===== src/rtl/seg7_pkg.sv =====
// Shared definitions for the multiplexed 7-segment display path.
// Segment patterns, bit positions and line polarities are used by both the scanner and the decoder.
package seg7_pkg;

  localparam int SEG_A  = 0;
  localparam int SEG_G  = 6;
  localparam int SEG_DP = 7;

  // Anodes and segments are both driven low to light.
  localparam logic ANODE_ON = 1'b0;
  localparam logic SEG_ON   = 1'b0;

  localparam logic [6:0] SEG_PAT_0 = 7'h3F;
  localparam logic [6:0] SEG_PAT_1 = 7'h06;
  localparam logic [6:0] SEG_PAT_2 = 7'h5B;
  localparam logic [6:0] SEG_PAT_3 = 7'h4F;
  localparam logic [6:0] SEG_PAT_4 = 7'h66;
  localparam logic [6:0] SEG_PAT_5 = 7'h6D;
  localparam logic [6:0] SEG_PAT_6 = 7'h7D;
  localparam logic [6:0] SEG_PAT_7 = 7'h07;
  localparam logic [6:0] SEG_PAT_8 = 7'h7F;
  localparam logic [6:0] SEG_PAT_9 = 7'h6F;
  localparam logic [6:0] SEG_PAT_A = 7'h77;
  localparam logic [6:0] SEG_PAT_B = 7'h7C;
  localparam logic [6:0] SEG_PAT_C = 7'h39;
  localparam logic [6:0] SEG_PAT_D = 7'h5E;
  localparam logic [6:0] SEG_PAT_E = 7'h79;
  localparam logic [6:0] SEG_PAT_F = 7'h71;
  localparam logic [6:0] SEG_BLANK = 7'h00;

  typedef enum logic {
    SETTLE = 1'b0,
    HELD   = 1'b1
  } scan_state_e;

  // Active-high gfedcba pattern for a hex value, as the scanner drives it.
  function automatic logic [6:0] seg7_encode(input logic [3:0] value);
    logic [6:0] pat;
    case (value)
      4'h0: pat = SEG_PAT_0;
      4'h1: pat = SEG_PAT_1;
      4'h2: pat = SEG_PAT_2;
      4'h3: pat = SEG_PAT_3;
      4'h4: pat = SEG_PAT_4;
      4'h5: pat = SEG_PAT_5;
      4'h6: pat = SEG_PAT_6;
      4'h7: pat = SEG_PAT_7;
      4'h8: pat = SEG_PAT_8;
      4'h9: pat = SEG_PAT_9;
      4'hA: pat = SEG_PAT_A;
      4'hB: pat = SEG_PAT_B;
      4'hC: pat = SEG_PAT_C;
      4'hD: pat = SEG_PAT_D;
      4'hE: pat = SEG_PAT_E;
      4'hF: pat = SEG_PAT_F;
      default: pat = SEG_BLANK;
    endcase
    return pat;
  endfunction

endpackage


===== src/rtl/seg7_scan_decoder_if.sv =====
// Scan-line bundle between a 7-segment scanner (master) and the scan decoder (slave),
// including the decoder's reconstructed display state.
interface seg7_scan_decoder_if #(
  parameter int ANODES = 4,
  parameter int SEG_7  = 8
);
  logic [ANODES-1:0]   anodes;
  logic [SEG_7-1:0]    segments;
  logic                err_clr;
  logic [4*ANODES-1:0] digits;
  logic [ANODES-1:0]   dots;
  logic [ANODES-1:0]   blank;
  logic                frame_valid;
  logic                code_err;
  logic                overlap_err;

  modport master (
    output anodes, segments, err_clr,
    input  digits, dots, blank, frame_valid, code_err, overlap_err
  );

  modport slave (
    input  anodes, segments, err_clr,
    output digits, dots, blank, frame_valid, code_err, overlap_err
  );
endinterface


===== src/rtl/seg7_pattern_decode.sv =====
// Maps an active-high gfedcba pattern back to its hex value.
// The all-off pattern is reported as blank; anything outside the glyph table is invalid.
module seg7_pattern_decode
  import seg7_pkg::*;
(
  input  logic [6:0] pattern,
  output logic [3:0] value,
  output logic       blank,
  output logic       invalid
);

  // Glyph table lookup
  always_comb begin
    value   = 4'h0;
    blank   = 1'b0;
    invalid = 1'b0;
    case (pattern)
      SEG_PAT_0: value = 4'h0;
      SEG_PAT_1: value = 4'h1;
      SEG_PAT_2: value = 4'h2;
      SEG_PAT_3: value = 4'h3;
      SEG_PAT_4: value = 4'h4;
      SEG_PAT_5: value = 4'h5;
      SEG_PAT_6: value = 4'h6;
      SEG_PAT_7: value = 4'h7;
      SEG_PAT_8: value = 4'h8;
      SEG_PAT_9: value = 4'h9;
      SEG_PAT_A: value = 4'hA;
      SEG_PAT_B: value = 4'hB;
      SEG_PAT_C: value = 4'hC;
      SEG_PAT_D: value = 4'hD;
      SEG_PAT_E: value = 4'hE;
      SEG_PAT_F: value = 4'hF;
      SEG_BLANK: blank = 1'b1;
      default:   invalid = 1'b1;
    endcase
  end

endmodule


===== src/rtl/seg7_scan_decoder.sv =====
// Receive side of the multiplexed 7-segment scan: waits for each scan pattern to settle,
// captures digit/dp/blank per position, and reports frame completion and illegal scan states.
module seg7_scan_decoder
  import seg7_pkg::*;
#(
  parameter int ANODES     = 4,
  parameter int SEG_7      = 8,
  parameter int STABLE_CYC = 16
) (
  input  logic               clk,
  input  logic               rst_n,
  seg7_scan_decoder_if.slave bus
);

  localparam int CW = $clog2(STABLE_CYC + 1);
  localparam int SW = ANODES + SEG_7;
  localparam int IW = (ANODES > 1) ? $clog2(ANODES) : 1;

  localparam logic [SW-1:0] IDLE_SMP = {{ANODES{~ANODE_ON}}, {SEG_7{~SEG_ON}}};

  logic [SW-1:0]       smp_r;
  logic [SW-1:0]       prev_r;
  logic [CW-1:0]       cnt_r;
  scan_state_e         state_r;
  logic [ANODES-1:0]   seen_r;
  logic                ferr_r;
  logic [4*ANODES-1:0] digits_r;
  logic [ANODES-1:0]   dots_r;
  logic [ANODES-1:0]   blank_r;
  logic                frame_valid_r;
  logic                code_err_r;
  logic                overlap_r;

  logic [ANODES-1:0]   an_act_s;
  logic [SEG_7-1:0]    seg_act_s;
  logic                changed_s;
  logic                eval_s;
  logic                one_hot_s;
  logic                capture_s;
  logic                overlap_set_s;
  logic [IW-1:0]       pos_s;
  logic [3:0]          dec_val_s;
  logic                dec_blank_s;
  logic                dec_inv_s;

  // Evaluate the sampled pattern: polarity, stability, anode count and position
  always_comb begin
    an_act_s  = smp_r[SW-1 -: ANODES] ^ {ANODES{~ANODE_ON}};
    seg_act_s = smp_r[SEG_7-1:0] ^ {SEG_7{~SEG_ON}};
    changed_s = (smp_r != prev_r);
    // Requiring smp == prev keeps a pattern that changes on the evaluation edge from slipping in.
    eval_s    = (state_r == SETTLE) && !changed_s && (cnt_r == CW'(STABLE_CYC));
    one_hot_s = (an_act_s != {ANODES{1'b0}}) &&
                ((an_act_s & (an_act_s - {{(ANODES-1){1'b0}}, 1'b1})) == {ANODES{1'b0}});
    capture_s     = eval_s && one_hot_s;
    overlap_set_s = eval_s && (an_act_s != {ANODES{1'b0}}) && !one_hot_s;
    pos_s = {IW{1'b0}};
    for (int i = 0; i < ANODES; i++) begin
      pos_s = an_act_s[i] ? IW'(i) : pos_s;
    end
  end

  seg7_pattern_decode u_decode (
    .pattern (seg_act_s[SEG_G:SEG_A]),
    .value   (dec_val_s),
    .blank   (dec_blank_s),
    .invalid (dec_inv_s)
  );

  // Input sampling, stability counter and settle/held state machine
  always_ff @(posedge clk or negedge rst_n) begin
    if (!rst_n) begin
      smp_r   <= IDLE_SMP;
      prev_r  <= IDLE_SMP;
      cnt_r   <= {CW{1'b0}};
      state_r <= SETTLE;
    end else begin
      smp_r  <= {bus.anodes, bus.segments};
      prev_r <= smp_r;
      if (changed_s) begin
        cnt_r <= {{(CW-1){1'b0}}, 1'b1};
      end else if (cnt_r != CW'(STABLE_CYC)) begin
        cnt_r <= cnt_r + {{(CW-1){1'b0}}, 1'b1};
      end else begin
        cnt_r <= cnt_r;
      end
      case (state_r)
        SETTLE:  state_r <= eval_s ? HELD : SETTLE;
        HELD:    state_r <= changed_s ? SETTLE : HELD;
        default: state_r <= SETTLE;
      endcase
    end
  end

  // Per-position capture, frame bookkeeping and error flags
  always_ff @(posedge clk or negedge rst_n) begin
    if (!rst_n) begin
      seen_r        <= {ANODES{1'b0}};
      ferr_r        <= 1'b0;
      digits_r      <= {(4*ANODES){1'b0}};
      dots_r        <= {ANODES{1'b0}};
      blank_r       <= {ANODES{1'b1}};
      frame_valid_r <= 1'b0;
      code_err_r    <= 1'b0;
      overlap_r     <= 1'b0;
    end else begin
      if (capture_s) begin
        digits_r[4*pos_s +: 4] <= dec_inv_s ? 4'h0 : dec_val_s;
        dots_r[pos_s]          <= seg_act_s[SEG_DP];
        blank_r[pos_s]         <= dec_blank_s;
      end else begin
        digits_r <= digits_r;
        dots_r   <= dots_r;
        blank_r  <= blank_r;
      end
      // A capture landing on the frame-close edge opens the next frame.
      if (&seen_r) begin
        frame_valid_r <= 1'b1;
        code_err_r    <= ferr_r;
        seen_r        <= capture_s ? an_act_s : {ANODES{1'b0}};
        ferr_r        <= capture_s && dec_inv_s;
      end else begin
        frame_valid_r <= 1'b0;
        code_err_r    <= code_err_r;
        seen_r        <= capture_s ? (seen_r | an_act_s) : seen_r;
        ferr_r        <= ferr_r | (capture_s && dec_inv_s);
      end
      if (bus.err_clr) begin
        overlap_r <= 1'b0;
      end else if (overlap_set_s) begin
        overlap_r <= 1'b1;
      end else begin
        overlap_r <= overlap_r;
      end
    end
  end

  assign bus.digits      = digits_r;
  assign bus.dots        = dots_r;
  assign bus.blank       = blank_r;
  assign bus.frame_valid = frame_valid_r;
  assign bus.code_err    = code_err_r;
  assign bus.overlap_err = overlap_r;

endmodule


===== src/flat_wrapper.sv =====
// flat-port wrapper written by rule: the top's interface ports become plain ports
module seg7_scan_decoder_flat import seg7_pkg::*;
#(
  parameter int ANODES     = 4,
  parameter int SEG_7      = 8,
  parameter int STABLE_CYC = 16
)
  (clk, rst_n, bus_anodes, bus_segments, bus_err_clr, bus_digits, bus_dots, bus_blank, bus_frame_valid, bus_code_err, bus_overlap_err);
  seg7_scan_decoder_if #(.ANODES(ANODES), .SEG_7(SEG_7)) bus_i ();
  input  logic clk;
  input  logic rst_n;
  input wire logic [$bits(bus_i.anodes)-1:0] bus_anodes;
  input wire logic [$bits(bus_i.segments)-1:0] bus_segments;
  input wire logic [$bits(bus_i.err_clr)-1:0] bus_err_clr;
  output wire logic [$bits(bus_i.digits)-1:0] bus_digits;
  output wire logic [$bits(bus_i.dots)-1:0] bus_dots;
  output wire logic [$bits(bus_i.blank)-1:0] bus_blank;
  output wire logic [$bits(bus_i.frame_valid)-1:0] bus_frame_valid;
  output wire logic [$bits(bus_i.code_err)-1:0] bus_code_err;
  output wire logic [$bits(bus_i.overlap_err)-1:0] bus_overlap_err;
  assign bus_i.anodes = bus_anodes;
  assign bus_i.segments = bus_segments;
  assign bus_i.err_clr = bus_err_clr;
  assign bus_digits = bus_i.digits;
  assign bus_dots = bus_i.dots;
  assign bus_blank = bus_i.blank;
  assign bus_frame_valid = bus_i.frame_valid;
  assign bus_code_err = bus_i.code_err;
  assign bus_overlap_err = bus_i.overlap_err;
  seg7_scan_decoder #(.ANODES(ANODES), .SEG_7(SEG_7), .STABLE_CYC(STABLE_CYC)) u_core (.clk(clk), .rst_n(rst_n), .bus(bus_i));
endmodule

===== config.mk =====
export PLATFORM = sky130hd
export DESIGN_NAME = seg7_scan_decoder_flat
export DESIGN_NICKNAME = d
export VERILOG_FILES = /design/src/rtl/seg7_pkg.sv /design/src/rtl/seg7_scan_decoder_if.sv /design/src/rtl/seg7_pattern_decode.sv /design/src/rtl/seg7_scan_decoder.sv /design/src/flat_wrapper.sv
export SDC_FILE = /design/constraint.sdc
export NUM_CORES = 1
export LEC_CHECK = 0
export BUFFER_PORTS_ARGS = -buffer_cell sky130_fd_sc_hd__buf_2
export CAP_MARGIN = 10
export CORE_MARGIN = 2
export CORE_UTILIZATION = 48
export CTS_BUF_LIST = sky130_fd_sc_hd__clkbuf_4 sky130_fd_sc_hd__clkbuf_8 sky130_fd_sc_hd__clkbuf_16
export DETAILED_ROUTE_END_ITERATION = 10
export PLACE_DENSITY = 0.79
export SLEW_MARGIN = 30
export SYNTH_ARGS = -nofsm -noshare
export SYNTH_HDL_FRONTEND = slang
export SYNTH_HIERARCHICAL = 1
export SYNTH_SLANG_ARGS = --single-unit
export TNS_END_PERCENT = 20

===== constraint.sdc =====
create_clock -name clk -period 2.21 [get_ports clk]
set_input_delay 0.442 -clock clk [delete_from_list [all_inputs] [get_ports clk]]
set_output_delay 0.442 -clock clk [all_outputs]
set_load 0.03 [all_outputs]

==> impl_metrics.csv <==
group,metric,value,unit
worst_setup_path,path_class,"reg2reg",
outcome,status,"finished, violations left",
finish,antenna_fix_cells,0,
worst_setup_path,crit_path_max_fanout,7,
timing,final-setup-viol-count,16,
drt,avgViaCountPerCell,5.228,
finish,drive_above_1_share,48.55,%
power_and_ir_drop,comb_power_share,8.9,%
die,core-area,5921,um^2
drt,dr.max_layer_used,"met4",
power_and_ir_drop,power.switching,0.5601,mW
grt,grt_pass1_vias,2107,
drt,avgRoutedWirePerCell,14.54,um
drt,ant_nets,0,
drt,drc_errors,0,
drt,routed-via-count,2201,
drt,dr_wl_met3,350,um
power_and_ir_drop,power-per-cell-area,658.8,nW/um^2
die,die_y,82.30,um
die,floorplan.die.width,82.30,um
drt,route.final.wire_length,6123,um
finish,seq_area,1587,um^2
timing,worst_slew_margin_rel,66.41,%
yosys,synth-seq-area-share,53.91,%
timing,layout_worst_path_cycle_share,106.1,%
place,dp.final_hpwl,4337,um
cts,cts_sinks,62,
yosys,synthArstFlopShare,100.0,%
cts,htreeDepth,3,
die,design.die.area,6773,um^2
timing,timing.final.hold_violations,0,
grt,grt_first_pass_wirelength,9936,um
drt,met1Wirelength,2661,um
timing,tightest_slew,0.4983,ns
power_and_ir_drop,intPower,1.930,mW
cts,clock_insertion_delay_worst_skew,0.34,ns
cts,clk_transition_reported_paths,0.07,ns
yosys,synth_area_leader_cell,"sky130_fd_sc_hd__dfrtp_1",
die,num_io_pins,42,
yosys,synth.yosys.warnings,6,
yosys,mappedNetlistNets,284,
cts,cts_root_buf,"sky130_fd_sc_hd__clkbuf_8",
yosys,synth.distinct_cells,51,
timing,setup_repair_after_global_routing_missed_its_margin,"true",
finish,area_overhead_vs_synth,28.44,%
yosys,ys_top_cells_by_area,"sky130_fd_sc_hd__dfrtp_1, sky130_fd_sc_hd__dfstp_2, sky130_fd_sc_hd__mux2_2, sky130_fd_sc_hd__xnor2_1, sky130_fd_sc_hd__ha_1",
yosys,synth_seq_cells,62,
grt,gr-total-overflow,0,
worst_setup_path,max_stage_delay,0.54,ns
power_and_ir_drop,worst_ir_drop_vdd,392.9,uV
yosys,synthMostInstantiatedCell,"sky130_fd_sc_hd__dfrtp_1",
timing,max_freq,426.3,MHz
finish,multi_input_comb_area,1306,um^2
power_and_ir_drop,p_total,2.490,mW
yosys,synthDominantCellAreaShare,28.91,%
cts,cts_hold_buffers,0,
drt,dr_wl_met2,2956,um
power_and_ir_drop,power.static_leakage,1.878,nW
finish,nets,365,
worst_setup_path,arrival,2.57,ns
yosys,synthFlopType,"sky130_fd_sc_hd__dfrtp_1",
timing,setup_total_negative_slack,-1.888,ns
grt,grt.total_usage,19.82,%
power_and_ir_drop,netSwitchingFraction,22.49,%
yosys,netlist_top_cells_count,"sky130_fd_sc_hd__dfrtp_1, sky130_fd_sc_hd__dfstp_2, sky130_fd_sc_hd__nor2_1",
cts,cts_buffers,9,
outcome,failed_checks,"negative setup slack",
worst_setup_path,cp_data_required_time,2.43,ns
cts,cts_tree,"built",
worst_setup_path,critPathTopFamily,"simple AND/OR/NAND/NOR gates",
timing,final.setup.worst_slack,-0.1359,ns
grt,grt_antenna_before_repair,0,
power_and_ir_drop,p_seq_share,47.8,%
place,numPortBuffers,41,
drt,first_iter_violations,142,
place,dp_slack,-0.1259,ns
drt,drt-pass1-iter-count,4,
worst_setup_path,critical_path.endpoint_type,"register",
yosys,post_synthesis_instance_area,2943,um^2
hold_path,min-delay-path-class,"in2async",
power_and_ir_drop,clkPwrFrac,43.3,%
yosys,synth.avg_cell_area,11.32,um^2
die,start_util,49.70,%
timing,fin_worst_skew,0.006095,ns
worst_setup_path,crit_chain,"inv_1 -> buf_4 -> nor3_2 -> and2_4 -> or4_4 -> nor4_4 -> inv_2 -> nand2_4 -> nor2_2 -> mux2_4",
worst_setup_path,crit_path_top_delay_cell,"sky130_fd_sc_hd__or4_4",
yosys,synthCells,260,
die,floorplan.rows,28,
run,drv_cap,0,
yosys,synth-edff-count,0,
worst_setup_path,worstPathBufferInverterCount,3,
finish,nFillCells,441,
cts,max-clock-path-buffers,2,
timing,report.final.slew_viol_count,0,
grt,grt_max_degree,43,
worst_setup_path,critPathLaunchType,"register",
place,place_congestion,0.8221,
timing,final_period_minus_worst_setup_slack,2.346,ns
through the flow:
stage	area [um^2]	instances	utilization (%)	hold WS [ns]
4_1_cts	3721	420	62.85	0.07633
6_report	3780	421	63.84	0.06212
3_5_place_dp	3463	403	58.50	0.4052
2_1_floorplan	2943	260	-	0.1464
3_3_place_gp	3463	403	58.50	0.4055
5_1_grt	3780	421	63.84	0.09316
repair_timing:
item / 4_1_cts / 5_1_grt
setup endpoints to repair: 16 / 16
resized for setup: 11 / 14
gates cloned: 0 / 0
pin swaps: 0 / 6
buffers inserted: 1 / 1
layout make-up:
class,count,area share [%]
Sequential cell,62,41.97
Multi-Input combinational cell,171,34.56
Timing Repair Buffer,78,13.11
Clock buffer,14,4.932
Tap cell,75,2.483
Inverter,19,1.953
Clock inverter,2,0.9930
placed cells by master, fill, tap and decap left out, types with 2 or more instances in the layout:
cell	n
sky130_fd_sc_hd__ha_1	9
sky130_fd_sc_hd__nand2_4	4
sky130_fd_sc_hd__nor2_1	21
sky130_fd_sc_hd__nor2b_1	3
sky130_fd_sc_hd__or3_1	5
sky130_fd_sc_hd__nor3_1	2
sky130_fd_sc_hd__mux2_2	18
sky130_fd_sc_hd__buf_4	36
sky130_fd_sc_hd__nor4_4	2
sky130_fd_sc_hd__xnor2_1	14
sky130_fd_sc_hd__nand4_1	4
sky130_fd_sc_hd__clkbuf_8	13
sky130_fd_sc_hd__nor2_2	4
sky130_fd_sc_hd__inv_1	15
sky130_fd_sc_hd__nor4_1	2
sky130_fd_sc_hd__nand2_1	13
sky130_fd_sc_hd__xor2_1	3
sky130_fd_sc_hd__mux2i_1	6
sky130_fd_sc_hd__nand2b_1	3
sky130_fd_sc_hd__dfstp_2	28
sky130_fd_sc_hd__nand3_1	14
sky130_fd_sc_hd__buf_2	41
sky130_fd_sc_hd__a21oi_1	4
sky130_fd_sc_hd__nand3b_1	2
sky130_fd_sc_hd__o21ai_0	7
sky130_fd_sc_hd__nor3b_1	3
sky130_fd_sc_hd__inv_2	3
sky130_fd_sc_hd__dfrtp_1	34
sky130_fd_sc_hd__mux2_4	2
kinds of logic after synthesis:
| family | synth area share, % |
|---|---|
| and+or+nand+nor | 17.26 |
| DFF | 53.91 |
| buffers and inverters | 4.252 |
| AOI/OAI and AO/OA | 5.995 |
| muxes | 9.694 |
| xor gates and xnor gates | 5.060 |
| adders and majority gates | 3.827 |
layer usage:
layer | track usage [%] | up-vias
li1 | - | 1052
met1 | 25.30 | 1068
met2 | 31.45 | 69
met3 | 4.891 | 12
met4 | 9.667 | 0
met5 | 0 | -
registers in the layout, summed over array words and instances (netlist names):
signal                  flops
u_core/seen_r               4
u_core/state_r              1
u_core/bus.dots             4
u_core/bus.code_err         1
u_core/prev_r              12
u_core/bus.blank            4
u_core/bus.digits          16
u_core/bus.overlap_err      1
u_core/cnt_r                5
u_core/smp_r               12
u_core/bus.frame_valid      1
u_core/ferr_r               1
worst register-to-register path: cells and delay by family (launching register included):
kind | cells | cell delay (ns)
buffers and inverters | 3 | 0.44
DFF | 1 | 0.37
and+or+nand+nor | 6 | 1.16
muxes | 1 | 0.27
power by group through the flow:
| stage | Sequential, mW | Clock, mW | Combinational, mW |
|---|---|---|---|
| after global routing | 1.19 | 1.15 | 0.246 |
| final | 1.19 | 1.08 | 0.222 |
| after detailed placement | 1.21 | 0 | 0.204 |
| after CTS | 1.19 | 1.10 | 0.212 |
| after floorplan | 1.21 | 0 | 0.103 |
| after global placement | 1.21 | 0 | 0.201 |
final timing paths:
kind / start / to / slack (ns) / depth (start not counted)
max: u_core/smp_r[6]$_DFF_PN1_ / u_core/bus.digits[8]$_DFFE_PN0P_ / -0.14 / 10
min: rst_n / u_core/bus.digits[5]$_DFFE_PN0P_ / 0.06 / 1
max reg2reg: u_core/smp_r[6]$_DFF_PN1_ / u_core/bus.digits[8]$_DFFE_PN0P_ / -0.14 / 10
min reg2reg: u_core/smp_r[9]$_DFF_PN1_ / u_core/prev_r[9]$_DFF_PN1_ / 0.41 / 0
max in group asynchronous: rst_n / u_core/smp_r[11]$_DFF_PN1_ / 1.50 / 2
min in group clk: bus_segments[1] / u_core/smp_r[1]$_DFF_PN1_ / 0.19 / 1
(Power assumes the default switching activity.)
